==> config.mk <==
export PLATFORM = sky130hd
export DESIGN_NAME = instr_fetch
export DESIGN_NICKNAME = d
export VERILOG_FILES = /design/src/rtl/instr_fetch.sv
export SDC_FILE = /design/constraint.sdc
export NUM_CORES = 1
export LEC_CHECK = 0
export ABC_AREA = 1
export CORE_MARGIN = 5
export CORE_UTILIZATION = 46
export CTS_BUF_LIST = sky130_fd_sc_hd__clkbuf_8
export DETAILED_ROUTE_END_ITERATION = 10
export PLACE_DENSITY = 0.82
export SETUP_SLACK_MARGIN = 0.05
export SYNTH_ARGS = -nofsm -noshare
export SYNTH_HDL_FRONTEND = slang
export SYNTH_SLANG_ARGS = --single-unit
==> constraint.sdc <==
create_clock -name clk -period 1.9 [get_ports clk]
set_input_delay 0.19 -clock clk [delete_from_list [all_inputs] [get_ports clk]]
set_output_delay 0.19 -clock clk [all_outputs]
set_load 0.005 [all_outputs]
==> src/rtl/instr_fetch.sv <==
// instr_fetch: fetches one instruction word at a time into ir, with stall, redirect and halt control.
module instr_fetch #(
    parameter logic [31:0] RESET_PC = 32'd0
) (
    input  logic        clk,
    input  logic        rst,
    input  logic        stall,
    input  logic        halt,
    input  logic        redirect_valid,
    input  logic [31:0] redirect_pc,
    output logic        imem_req,
    output logic [31:0] imem_addr,
    input  logic        imem_ack,
    input  logic [31:0] imem_rdata,
    output logic [31:0] ir,
    output logic [31:0] pc_out,
    output logic        ir_valid,
    input  logic        ir_ready
);
    typedef enum logic [1:0] {REQ, HOLD, HALTED} state_t;
    state_t state;
    logic [31:0] pc;
    // Gating with rst/halt keeps the request low in the reset cycle and the halt cycle.
    assign imem_req = state == REQ && !stall && !halt && !rst;
    assign imem_addr = pc;
    always_ff @(posedge clk) begin
        if (rst) begin
            state <= REQ;
            pc <= RESET_PC;
            ir <= '0;
            pc_out <= '0;
            ir_valid <= 1'b0;
        end else if (state != HALTED) begin
            if (halt) begin
                state <= HALTED;
                ir_valid <= 1'b0;
            end else if (redirect_valid) begin
                state <= REQ;
                pc <= redirect_pc;
                ir_valid <= 1'b0;
            end else if (imem_req && imem_ack) begin
                state <= HOLD;
                ir <= imem_rdata;
                pc_out <= pc;
                pc <= pc + 32'd1;
                ir_valid <= 1'b1;
            end else if (state == HOLD && ir_ready) begin
                state <= REQ;
                ir_valid <= 1'b0;
            end
        end
    end
endmodule
==> results of run 1 <==
==> per-stage QoR <==
stage	setup slack (ps)	hold WS, ps	utilization	total power (W)	std cells
6_report	209	403	0.681	0.00396	1006
5_1_grt	71.8	393	0.681	0.00411	1006
4_1_cts	63.2	396	0.680	0.00397	1006
3_5_place_dp	66.7	490	0.662	0.00273	991
3_3_place_gp	110	476	0.662	0.00272	991
2_1_floorplan	424	325	-	0.00240	713
==> cells in the mapped netlist (all sizes together) <==
master  instances
buf            20
ha              1
o211a           1
nor3            2
nand4           1
nor4            1
o21a            1
dfxtp          98
nor2          165
nand3          36
clkbuf         16
a31oi           1
o21ai          85
and2            1
inv            47
nand2         168
a21oi          65
a211oi          1
o22ai           3
==> worst max-delay path: stages (launching register included) <==
cell and delay (ps):
dfxtp_2 390, ha_1 230, nand2_1 130, nor2_4 150
nand2_2 130, nor2_4 210, nand2_1 70, nand2_1 60
nand3_1 70, nand2_1 80, a21oi_1 60
==> cell families (layout without fill, tap and decap cells) <==
kind of cell / count (synthesis) / in the layout / share of synthesized area
and+or+nand+nor: 374 / 374 / 0.329
AOI/OAI and AO/OA: 157 / 157 / 0.172
DFF: 98 / 98 / 0.421
buffers and inverters: 83 / 243 / 0.0759
adders and majority gates: 1 / 1 / 0.00268
==> worst max-delay path by stage <==
stage	start	to	cells past startpoint
after detailed placement	halt	pc_out[24]	7
after CTS	state[1]	imem_req	4
after floorplan	imem_addr[1]	imem_addr[24]	10
after global routing	imem_addr[1]	imem_addr[24]	10
after global placement	halt	imem_req	5
final	imem_addr[1]	imem_addr[24]	10
==> final cells by class <==
| class | instances | area [um2] | share of cell area |
|---|---|---|---|
| repair buffers | 181 | 1840 | 0.276 |
| inverters | 47 | 176 | 0.0264 |
| well taps | 133 | 166 | 0.0249 |
| clock inverters | 5 | 38.8 | 0.00580 |
| clock buffers | 10 | 138 | 0.0206 |
| multi-input cells | 532 | 2360 | 0.353 |
| flip-flops and latches | 98 | 1960 | 0.294 |
==> registers in the layout, indices dropped and copies added (netlist names) <==
register   flops
imem_addr     32
pc_out        32
state          2
ir            32
==> report_power, final <==
| group | switching, W | internal [W] | total (W) |
|---|---|---|---|
| clock network | 0.000756 | 0.000516 | 0.00127 |
| logic | 0.000232 | 0.000297 | 0.000529 |
| registers | 0.0000540 | 0.00210 | 0.00216 |
==> cell usage in the layout (no fill, tap or decap), drive strengths merged <==
cell type      count
a211oi             1
a21oi             65
a31oi              1
and2               1
buf               13
clkbuf            10
clkdlybuf4s50    167
clkinv             2
clkinvlp           1
dfxtp             98
dlymetal6s2s       1
ha                 1
inv               49
nand2            168
nand3             36
nand4              1
nor2             165
nor3               2
nor4               1
o211a              1
o21a               1
o21ai             85
o22ai              3
==> metal layers <==
layer / global-route usage / share of wire / wire length [um]
met1: 0.283 / 0.40 / 6070
met3: 0.0835 / 0.10 / 1570
met5: 0 / 0 / 0
met4: 0.0821 / 0.026 / 401
met2: 0.409 / 0.47 / 7210
==> repair_timing <==
item | CTS | global route
endpoints found under the setup margin | 1 | 7
hold buffers | 0 | 0
resized for setup | 1 | 3
==> results.yml, run 1 <==
worst_hold_path:
  hold_path_depth: 3
  min_path_type: "input port to flop"
  hold_end: "ir[18]"
  hold_start: "imem_rdata[18]"
global_route:
  grt_usage: 0.241
  grt_pass1_wl_um: 25100
  grt_pass1_vias: 5054
  grt_max_degree: 72
  grt_antenna_before_repair: 0
  globalRoute.totalOverflow: 0
die:
  die_area_um2: 12300
  initial_utilization: 0.475
  rows: 36
  die_h_um: 111
  core-area_um2: 9820
  ios: 169
  die_x_um: 111
timing:
  grt_setup_unrepaired: "false"
  period_share: 0.890
  setup_tns_ps: 0
  drv_slew: 0
  slew_headroom: 0.561
  maxClockFrequency_mhz: 592
  worstMarginPinSlew_ps: 658
  hold_viol_final: 0
  finalSetupViolations: 0
  fin_skew_ps: 17.4
  finalCriticalPeriod_ps: 1690
logic_synthesis:
  synthTopCellsByArea: "dfxtp_1 42%, nand2_1 13%, nor2_1 12%, a21oi_1 7.0%, o21ai_1 4.7%"
  synthCells: 713
  synth_area_um2: 4660
  ys_seq_elements: 98
  yosys.area.top_type_share: 0.421
  postSynthAreaPerCell_um2: 6.54
  yosysTopAreaCell: "dfxtp_1"
  yosysWarningCount: 0
  synth_nets: 785
  synth.distinct_cells: 27
  ys_seq_area_frac: 0.421
final_layout:
  fill_cells: 827
  design_area_um2: 6690
  drive_gt1_frac: 0.0607
  fin_nets: 941
  antenna_cells: 0
  syn2layout_area_growth_pct: 43.4
setup_path:
  regToRegEndpoint: "imem_addr[24]"
  crit_path_end_kind: "flop"
  path_class: "flop to flop"
  r2r_start: "imem_addr[1]"
  cp.arrival_ps: 1930
  start_kind: "flop"
  crit_fanout: 5
  r2r.worst_path.cells: 10
  cp.required_ps: 2140
  worst-r2r-setup-slack_ps: 210
clock_tree:
  cts_buffers: 9
  htree_levels: 3
  post_cts_buffers: 0
  cts.sinks: 98
  clk_latency_ps: 360
  clock_tree.buffer_depth: 2
  cts_tree: "done"
  clk_transition_reported_paths_ps: 100
  clock-root-buffer: "clkbuf_8"
drt:
  vias: 5250
  finalWirelength_um: 15200
  detail_route.wl_per_cell_um: 15.2
  first_pass_iters: 5
  final_antenna_net_count: 0
  drc: 0
  drt_iter0_drc: 391
  via_per_inst: 5.22
power:
  p_leak_nw: 2.46
  peakVddDrop_mv: 0.408
  powerDensity_nw_per_um2: 592
placed_design:
  post-dp-hpwl_um: 11100
  placed_area_um2: 6500
  place.port_buffers: 168
  gp_congestion: 0.935
run:
  max_cap_viol_count: 0
run_status:
  status: "complete, no violations"
(Power assumes the default switching activity.)
==> run 2, diff against run 1 <==
- CORE_UTILIZATION: 46 -> 50
- PLACE_DENSITY: 0.82 -> 0.88
- SKIP_LAST_GASP: default -> 1
- clock period: 1.9 -> 2.2 ns (I/O delays scaled with it)
==> results.yml, run 2 (same netlist as run 1, synthesis figures left out) <==
clock_tree:
  post_cts_buffers: 0
  clk_transition_reported_paths_ps: 100
  clock_tree.buffer_depth: 2
  holdBufCountCts: 0
  clock-root-buffer: "clkbuf_8"
  clk_latency_ps: 360
  htree_levels: 3
  cts_tree: "done"
  cts.sinks: 98
  cts_buffers: 9
  cts_resized: 0
power:
  power_frac_comb: 0.118
  p_sw_w: 0.000902
  peakVddDrop_mv: 0.353
  powerDensity_nw_per_um2: 563
  p_leak_nw: 2.44
  clockPowerShare: 0.382
  swShare: 0.242
  intPower_w: 0.00283
  power_frac_seq: 0.500
setup_path:
  r2r.worst_path.cells: 10
  path_class: "flop to primary output"
  regToRegEndpoint: "imem_addr[24]"
  start_kind: "flop"
  crit_fanout: 3
  r2r_start: "imem_addr[1]"
  worst-r2r-setup-slack_ps: 480
  cp.required_ps: 1980
  crit_path_end_kind: "primary output"
  cp.arrival_ps: 1710
final_layout:
  layout_common_cells: "168 x clkdlybuf4s50_1, 165 x nand2_1, 152 x nor2_1"
  final_util: 0.724
  fill_cells: 739
  syn2layout_area_growth_pct: 42.2
  fin_nets: 936
  regArea_um2: 1960
  antenna_cells: 0
  final_common_cell: "clkdlybuf4s50_1"
  drive_gt1_frac: 0.0529
  multi_input_area_um2: 2350
timing:
  slew_headroom: 0.580
  hold_viol_final: 0
  fin_hold_ws_ps: 437
  worstMarginPinSlew_ps: 629
  grt_setup_unrepaired: "false"
  setup_tns_ps: 0
  finalSetupViolations: 0
  period_share: 0.878
  drv_slew: 0
  fin_skew_ps: 13.0
  timing.final.ws_setup_ps: 268
  finalCriticalPeriod_ps: 1930
  maxClockFrequency_mhz: 518
global_route:
  globalRoute.totalOverflow: 0
  grt_usage: 0.257
  grt_antenna_before_repair: 0
  grt_max_degree: 72
  grt_pass1_vias: 5075
  grt_pass1_wl_um: 24000
drt:
  detail_route.wl_per_cell_um: 15.2
  vias: 5322
  first_pass_iters: 5
  final_antenna_net_count: 0
  drc: 0
  via_per_inst: 5.43
  drt_iter0_drc: 414
  finalWirelength_um: 14900
placed_design:
  gp_congestion: 0.902
  pre_cts_ws_ps: 240
  post-dp-hpwl_um: 11100
  place.port_buffers: 168
worst_hold_path:
  min_path_type: "input port to flop"
  hold_end: "ir[19]"
  hold_path_depth: 3
  hold_start: "imem_rdata[19]"
run_status:
  status: "complete, no violations"
die:
  ios: 169
  die_h_um: 107
  initial_utilization: 0.510
  rows: 35
  die_area_um2: 11400
  die_x_um: 107
  core-area_um2: 9150
run:
  max_cap_viol_count: 0
==> run 2: changes by cell type in the layout (fill, tap and decap cells not counted), sizes merged <==
cell,delta
buf,-5
bufinv,+3
clkbuf,-1
clkdlybuf4s50,+1
clkinv,-1
clkinvlp,-1
dlymetal6s2s,-1
inv,+1
==> run 2: power by group through the flow <==
stage | Clock [W] | Sequential [W] | Combinational [W]
floorplan | 0 | 0.00190 | 0.000177
global placement | 0 | 0.00190 | 0.000428
detailed placement | 0 | 0.00191 | 0.000436
CTS | 0.00144 | 0.00186 | 0.000439
global route | 0.00151 | 0.00187 | 0.000479
finish | 0.00143 | 0.00187 | 0.000438
==> run 2: how the worst max path moves through the flow <==
stage               slack [ps]             to    startpoint  cells past startpoint
floorplan                  720  imem_addr[24]  imem_addr[1]                     10
global placement           290       imem_req          halt                      5
detailed placement         240          ir[4]          halt                      7
CTS                        220       imem_req      state[1]                      4
global route               140       imem_req      state[1]                      4
finish                     270       imem_req      state[1]                      4
==> run 2: layer usage <==
layer  up-vias  global-route usage  part of all wire
met1      2418               0.309              0.39
met3        37              0.0728              0.11
met2       278               0.431              0.46
met5         -                   0                 0
met4         0               0.111             0.035
li1       2589                   -                 -
==> run 2: critical path, stage by stage (launching register included) <==
cell and delay, ps:
dfxtp_1 340, nor2_1 150, inv_1 70, nor4_1 230
clkdlybuf4s50_1 570
==> run 2: area by class of cell <==
cell class / instances / share of cell area
multi-input cells: 532 / 0.355
flip-flops and latches: 98 / 0.296
repair buffers: 176 / 0.265
inverters: 47 / 0.0266
well taps: 111 / 0.0210
clock buffers: 9 / 0.0187
clock inverters: 7 / 0.0183
==> run 2: metrics by stage <==
step,area (um2),instances,power [W]
6_report,6630,980,0.00373
5_1_grt,6630,980,0.00386
4_1_cts,6630,980,0.00374
3_5_place_dp,6380,964,0.00234
3_3_place_gp,6380,964,0.00233
2_1_floorplan,4660,713,0.00207
